**src/rtl/core_mul_unit.sv**
```systemverilog
// Radix-4 iterative multiplier with writeback handshake.
// Two multiplier bits per cycle; result is the low WIDTH bits.
module core_mul_unit #(
  parameter  int WIDTH = 32,
  parameter  int NREGS = 16,
  localparam int RW    = $clog2(NREGS)
) (
  input  logic             clk,
  input  logic             rst,
  input  logic             start,
  input  logic [WIDTH-1:0] op_a,
  input  logic [WIDTH-1:0] op_b,
  input  logic [RW-1:0]    op_rd,
  input  logic             flush,
  input  logic             wb_ready,
  output logic             busy,
  output logic             wb_valid,
  output logic [RW-1:0]    wb_rd,
  output logic [WIDTH-1:0] wb_value,
  output logic [NREGS-1:0] raw_mask
);

  localparam int STEPS = WIDTH / 2;
  localparam int CW    = (STEPS > 1) ? $clog2(STEPS) : 1;
  localparam logic [CW-1:0] LAST = CW'(STEPS - 1);

  typedef enum logic [1:0] {
    IDLE,
    RUN,
    DONE
  } state_t;

  state_t           state;
  state_t           state_n;
  logic [CW-1:0]    cnt;
  logic [WIDTH-1:0] acc;
  logic [WIDTH-1:0] mcand;
  logic [WIDTH-1:0] mplier;
  logic [WIDTH-1:0] partial;
  logic [RW-1:0]    rd_q;
  logic             load;

  assign load = start && !flush && !busy;

  always_ff @(posedge clk) begin
    if (rst) state <= IDLE;
    else     state <= state_n;
  end

  always_comb begin
    state_n = state;
    unique case (state)
      IDLE: if (load) state_n = RUN;
      RUN: begin
        if (flush)            state_n = IDLE;
        else if (cnt == LAST) state_n = DONE;
      end
      DONE: begin
        if (flush)         state_n = IDLE;
        else if (wb_ready) state_n = load ? RUN : IDLE;
      end
      default: state_n = IDLE;
    endcase
  end

  always_comb begin
    busy     = (state == RUN) ||
               ((state == DONE) && !wb_ready);
    wb_valid = (state == DONE);
    wb_value = wb_valid ? acc : '0;
    wb_rd    = wb_valid ? rd_q : '0;
    raw_mask = (state != IDLE) ?
               (NREGS'(1) << rd_q) : '0;
  end

  // 3x is built as x + 2x so no multiplier is inferred
  always_comb begin
    partial = '0;
    unique case (mplier[1:0])
      2'd0: partial = '0;
      2'd1: partial = mcand;
      2'd2: partial = mcand << 1;
      2'd3: partial = mcand + (mcand << 1);
      default: partial = '0;
    endcase
  end

  always_ff @(posedge clk) begin
    if (rst) begin
      acc    <= '0;
      cnt    <= '0;
      mcand  <= '0;
      mplier <= '0;
      rd_q   <= '0;
    end else if (load) begin
      acc    <= '0;
      cnt    <= '0;
      mcand  <= op_a;
      mplier <= op_b;
      rd_q   <= op_rd;
    end else if (state == RUN) begin
      if (flush) begin
        acc <= '0;
        cnt <= '0;
      end else begin
        acc    <= acc + partial;
        cnt    <= cnt + CW'(1);
        mcand  <= mcand << 2;
        mplier <= mplier >> 2;
      end
    end
  end

endmodule

```
**config.mk**
```make
export PLATFORM = sky130hd
export DESIGN_NAME = core_mul_unit
export DESIGN_NICKNAME = d
export VERILOG_FILES = /design/src/rtl/core_mul_unit.sv
export SDC_FILE = /design/constraint.sdc
export NUM_CORES = 1
export LEC_CHECK = 0
export CAP_MARGIN = 15
export CORE_ASPECT_RATIO = 0.6
export CORE_MARGIN = 3
export CORE_UTILIZATION = 59
export CTS_CLUSTER_SIZE = 14
export DETAILED_ROUTE_END_ITERATION = 12
export HOLD_SLACK_MARGIN = 0.02
export MAX_ROUTING_LAYER = met4
export PLACE_DENSITY = 0.87
export SLEW_MARGIN = 40
export SYNTH_ARGS = -nofsm -noshare
export SYNTH_HDL_FRONTEND = slang
export SYNTH_SLANG_ARGS = --single-unit
```
**constraint.sdc**
```tcl
create_clock -name clk -period 7.9 [get_ports clk]
set_clock_uncertainty 0.15 [all_clocks]
set_input_delay 1.58 -clock clk [delete_from_list [all_inputs] [get_ports clk]]
set_output_delay 1.58 -clock clk [all_outputs]
set_load 0.01 [all_outputs]
```
==> flow_metrics.env <==
export IMPL_post_drt_wl_per_cell_um=17.88
export IMPL_cts_max_path_buffers=2
export IMPL_grt_usage=0.3073
export IMPL_path_cells="ha_1 -> fa_1 -> a21o_1 -> a21oi_1 -> o21ai_2 -> a221o_1 -> o31a_1 -> xor2_1 -> mux2_2 -> a22o_1 -> ha_1 -> nand3_1 -> or3_1 -> o22ai_2 -> o21ai_1 -> o31ai_1 -> a311oi_1 -> or4_4 -> a2111oi_4 -> a21o_1"
export IMPL_numCtsBuffers=9
export IMPL_critPathLaunchType="flop"
export IMPL_htreeDepth=3
export IMPL_vias=7921
export IMPL_ys_warn_count=0
export IMPL_stdcell_count=1241
export IMPL_synthFlopType="dfxtp_1"
export IMPL_nets=1208
export IMPL_syn_area_mm2=0.007844
export IMPL_std_cell_rows=31
export IMPL_antenna_found_initial=0
export IMPL_grt_pass1_wl_mm=35.94
export IMPL_path_clk_slew_ps=80
export IMPL_postCtsSetupBuffers=0
export IMPL_path_class="reg2reg"
export IMPL_worstHoldPathType="reg2reg"
export IMPL_cts_resized=0
export IMPL_leakage_nw=3.919
export IMPL_fin_setup_tns_ps=0
export IMPL_grt_pass1_vias=6970
export IMPL_async_reset_ff_frac=0
export IMPL_post_route_cell_area_mm2=0.009513
export IMPL_cp_end_kind="flop"
export IMPL_drc_errors=0
export IMPL_rrSetupSlack_ps=1840
export IMPL_core_mm2=0.01253
export IMPL_slew_headroom=0.5148
export IMPL_synth_edf_count=0
export IMPL_grt_start_max_net_pins=83
export IMPL_finalMaxSlewViolations=0
export IMPL_area_growth_synth_to_final_pct=21.28
export IMPL_seq_area_frac_synth=0.2705
export IMPL_ios=127
export IMPL_grt_overflow=0
export IMPL_crit_arrival_ps=6210
export IMPL_drive_gt1_frac=0.06413
export IMPL_cts_root_buf="clkbuf_16"
export IMPL_synth_seq_cells=106
export IMPL_place_inst=1225
export IMPL_cts_tree="built"
export IMPL_post_route_util=0.7593
export IMPL_status="finished, final reports clean"
export IMPL_initial_core_util=0.6261
export IMPL_ir_drop_uv=106.9
export IMPL_die_height_um=95.31
export IMPL_whs_path_depth=2
export IMPL_rr_worst_depth=20
export IMPL_n_fill_cell=1006
export IMPL_period_share=0.7671
export IMPL_antennaDiodeCount=0
export IMPL_port_buffers=126
export IMPL_synth_area_per_cell_um2=7.988
export IMPL_syn_nets=1119
export IMPL_synth_distinct_cells=67
export IMPL_setup_viol=0
export IMPL_fin_crit_ps=6060
export IMPL_cts_hold_buffers=0
export IMPL_p_per_area_mw_per_mm2=130.4
export IMPL_tightest_slew_ps=727.7
export IMPL_cpPeakStageDelay_ps=470
export IMPL_post_place_ws_ps=1986
export IMPL_clkSinkCount=106
export IMPL_max_freq_mhz=165.0
export IMPL_crit_fanout=7
export IMPL_insertion_delay_ps=360
export IMPL_dp_hpwl_mm=16.28
export IMPL_drt_total_wl_mm=22.20
export IMPL_timing_rr_end="acc[31]"
export IMPL_hold_path_end="mplier[7]"
export IMPL_fp_dieArea_mm2=0.01476
export IMPL_cp_num_buf_inv=0
export IMPL_reg2reg_from="mcand[1]"
export IMPL_critPathSlowestCell="or4_4"
export IMPL_viasPerCell=6.383
export IMPL_placed_area_mm2=0.009195
export IMPL_post_route_worst_setup_slack_ps=1840
export IMPL_hold_viol=0
export IMPL_drt_iter0_markers=883
export IMPL_cp_top_family="compound AO/OA/AOI/OAI gates"
export IMPL_dr_pass1_iters=8
export IMPL_cp_required_ps=8050
export IMPL_worstHoldStart="mplier[7]"
export IMPL_cap_violations=0
export IMPL_rsz0062_at_grt="no"
export IMPL_gp_congestion=1.003
export IMPL_syn_inst=982
export IMPL_die_width_um=154.9
export IMPL_ant_nets=0
[how the worst max path moves through the flow]
stage / endpoint / slack (ps) / depth (start not counted) / from
6_report: acc[31] / 1840 / 20 / mcand[1]
5_1_grt: acc[31] / 1520 / 20 / mcand[1]
4_1_cts: acc[31] / 1920 / 20 / mcand[1]
3_5_place_dp: acc[31] / 1990 / 20 / mcand[1]
3_3_place_gp: acc[31] / 2220 / 20 / mcand[1]
2_1_floorplan: acc[31] / 2540 / 20 / mcand[1]
[cell usage in the layout (no fill, tap or decap), types with 5 or more instances in the layout]
master,count
o31ai_1,7
o211ai_1,5
and2_1,40
o21ai_0,19
mux2_2,20
nor3_1,15
a31oi_1,6
a22o_1,31
nor2_1,75
o21a_1,10
inv_1,11
or3_1,5
nand3_1,15
a22oi_1,81
a211oi_1,8
ha_1,62
xnor2_1,32
xor2_1,15
buf_4,10
nand2b_1,11
clkdlybuf4s50_1,125
a21o_1,38
o221ai_1,5
nand4_1,8
dfxtp_1,106
a21oi_1,117
o21bai_1,10
clkbuf_16,9
nand2_1,103
[cell type report]
class,count,area [um2],share of cell area
Multi-Input combinational cell,806,5487,0.5767
Sequential cell,106,2122,0.2231
Timing Repair Buffer,137,1343,0.1411
Clock buffer,9,225.2,0.02367
Tap cell,165,206.4,0.02170
Clock inverter,7,88.84,0.009338
Inverter,11,41.29,0.004340
[Yosys cell counts (all sizes together) (3+ instances only)]
library cell / number / area, um2
o21ai: 23 / 118.9
nor3: 15 / 75.07
clkbuf: 56 / 212.7
a31oi: 6 / 37.54
a21oi: 117 / 585.6
mux2: 20 / 225.2
o41ai: 5 / 51.30
or2: 4 / 25.02
a22oi: 81 / 608.1
buf: 3 / 13.76
nor2: 78 / 292.8
o21a: 10 / 75.07
dfxtp: 106 / 2122
a31o: 3 / 26.28
nand3: 16 / 85.08
o21bai: 10 / 75.07
a22o: 31 / 271.5
o31ai: 7 / 52.55
nand2: 103 / 386.6
nand4: 8 / 50.05
xor2: 15 / 131.4
o221ai: 5 / 43.79
xnor2: 32 / 280.3
or3: 5 / 31.28
a21o: 38 / 285.3
a211oi: 9 / 72.57
nand2b: 11 / 68.82
and4: 4 / 35.03
o211ai: 5 / 37.54
ha: 62 / 775.7
inv: 11 / 41.29
and3: 4 / 25.02
nor2b: 6 / 37.54
and2: 40 / 250.2
[report_power, final]
group          leakage (nW)  switching [mW]  internal [mW]
registers             0.861          0.0237          0.552
clock network         0.153           0.239          0.229
logic                  2.91           0.106         0.0900
total                  3.92           0.369          0.871
[metrics by stage]
stage | power, mW | hold WS (ps)
after CTS | 1.243 | 308.5
after detailed placement | 0.7784 | 296.8
after global routing | 1.287 | 327.5
after floorplan | 0.7029 | 286.0
final | 1.240 | 304.4
after global placement | 0.7739 | 291.9
[worst min-delay path: stages, from the launching register on]
cell,delay [ps]
dfxtp_1,310
nand2_1,50
a21oi_1,50
[layer usage]
metal | global-route usage | routed length, um | vias up
li1 | - | - | 3836
met4 | 0.04996 | 196 | 0
met3 | 0.05714 | 2517 | 21
met5 | - | 0 | -
met1 | 0.4900 | 11010 | 3683
met2 | 0.3955 | 8473 | 381
[flip-flops by register name, indices dropped and copies added, names as in the netlist]
signal	count
acc	32
mcand	32
mplier	32
cnt	4
rd_q	4
state	2
[kinds of logic (layout without fill, tap and decap cells)]
logic type | Yosys count | in the layout | synth area share
AO/OA/AOI/OAI | 371 | 371 | 0.3259
AND/OR/NAND/NOR | 303 | 303 | 0.1830
flip-flops | 106 | 106 | 0.2705
buffers and inverters | 70 | 164 | 0.03414
adder cells (fa/ha/maj) | 64 | 64 | 0.1040
XOR/XNOR | 47 | 47 | 0.05248
multiplexers | 21 | 21 | 0.02999
No activity file was read; power rests on OpenSTA's default activity.
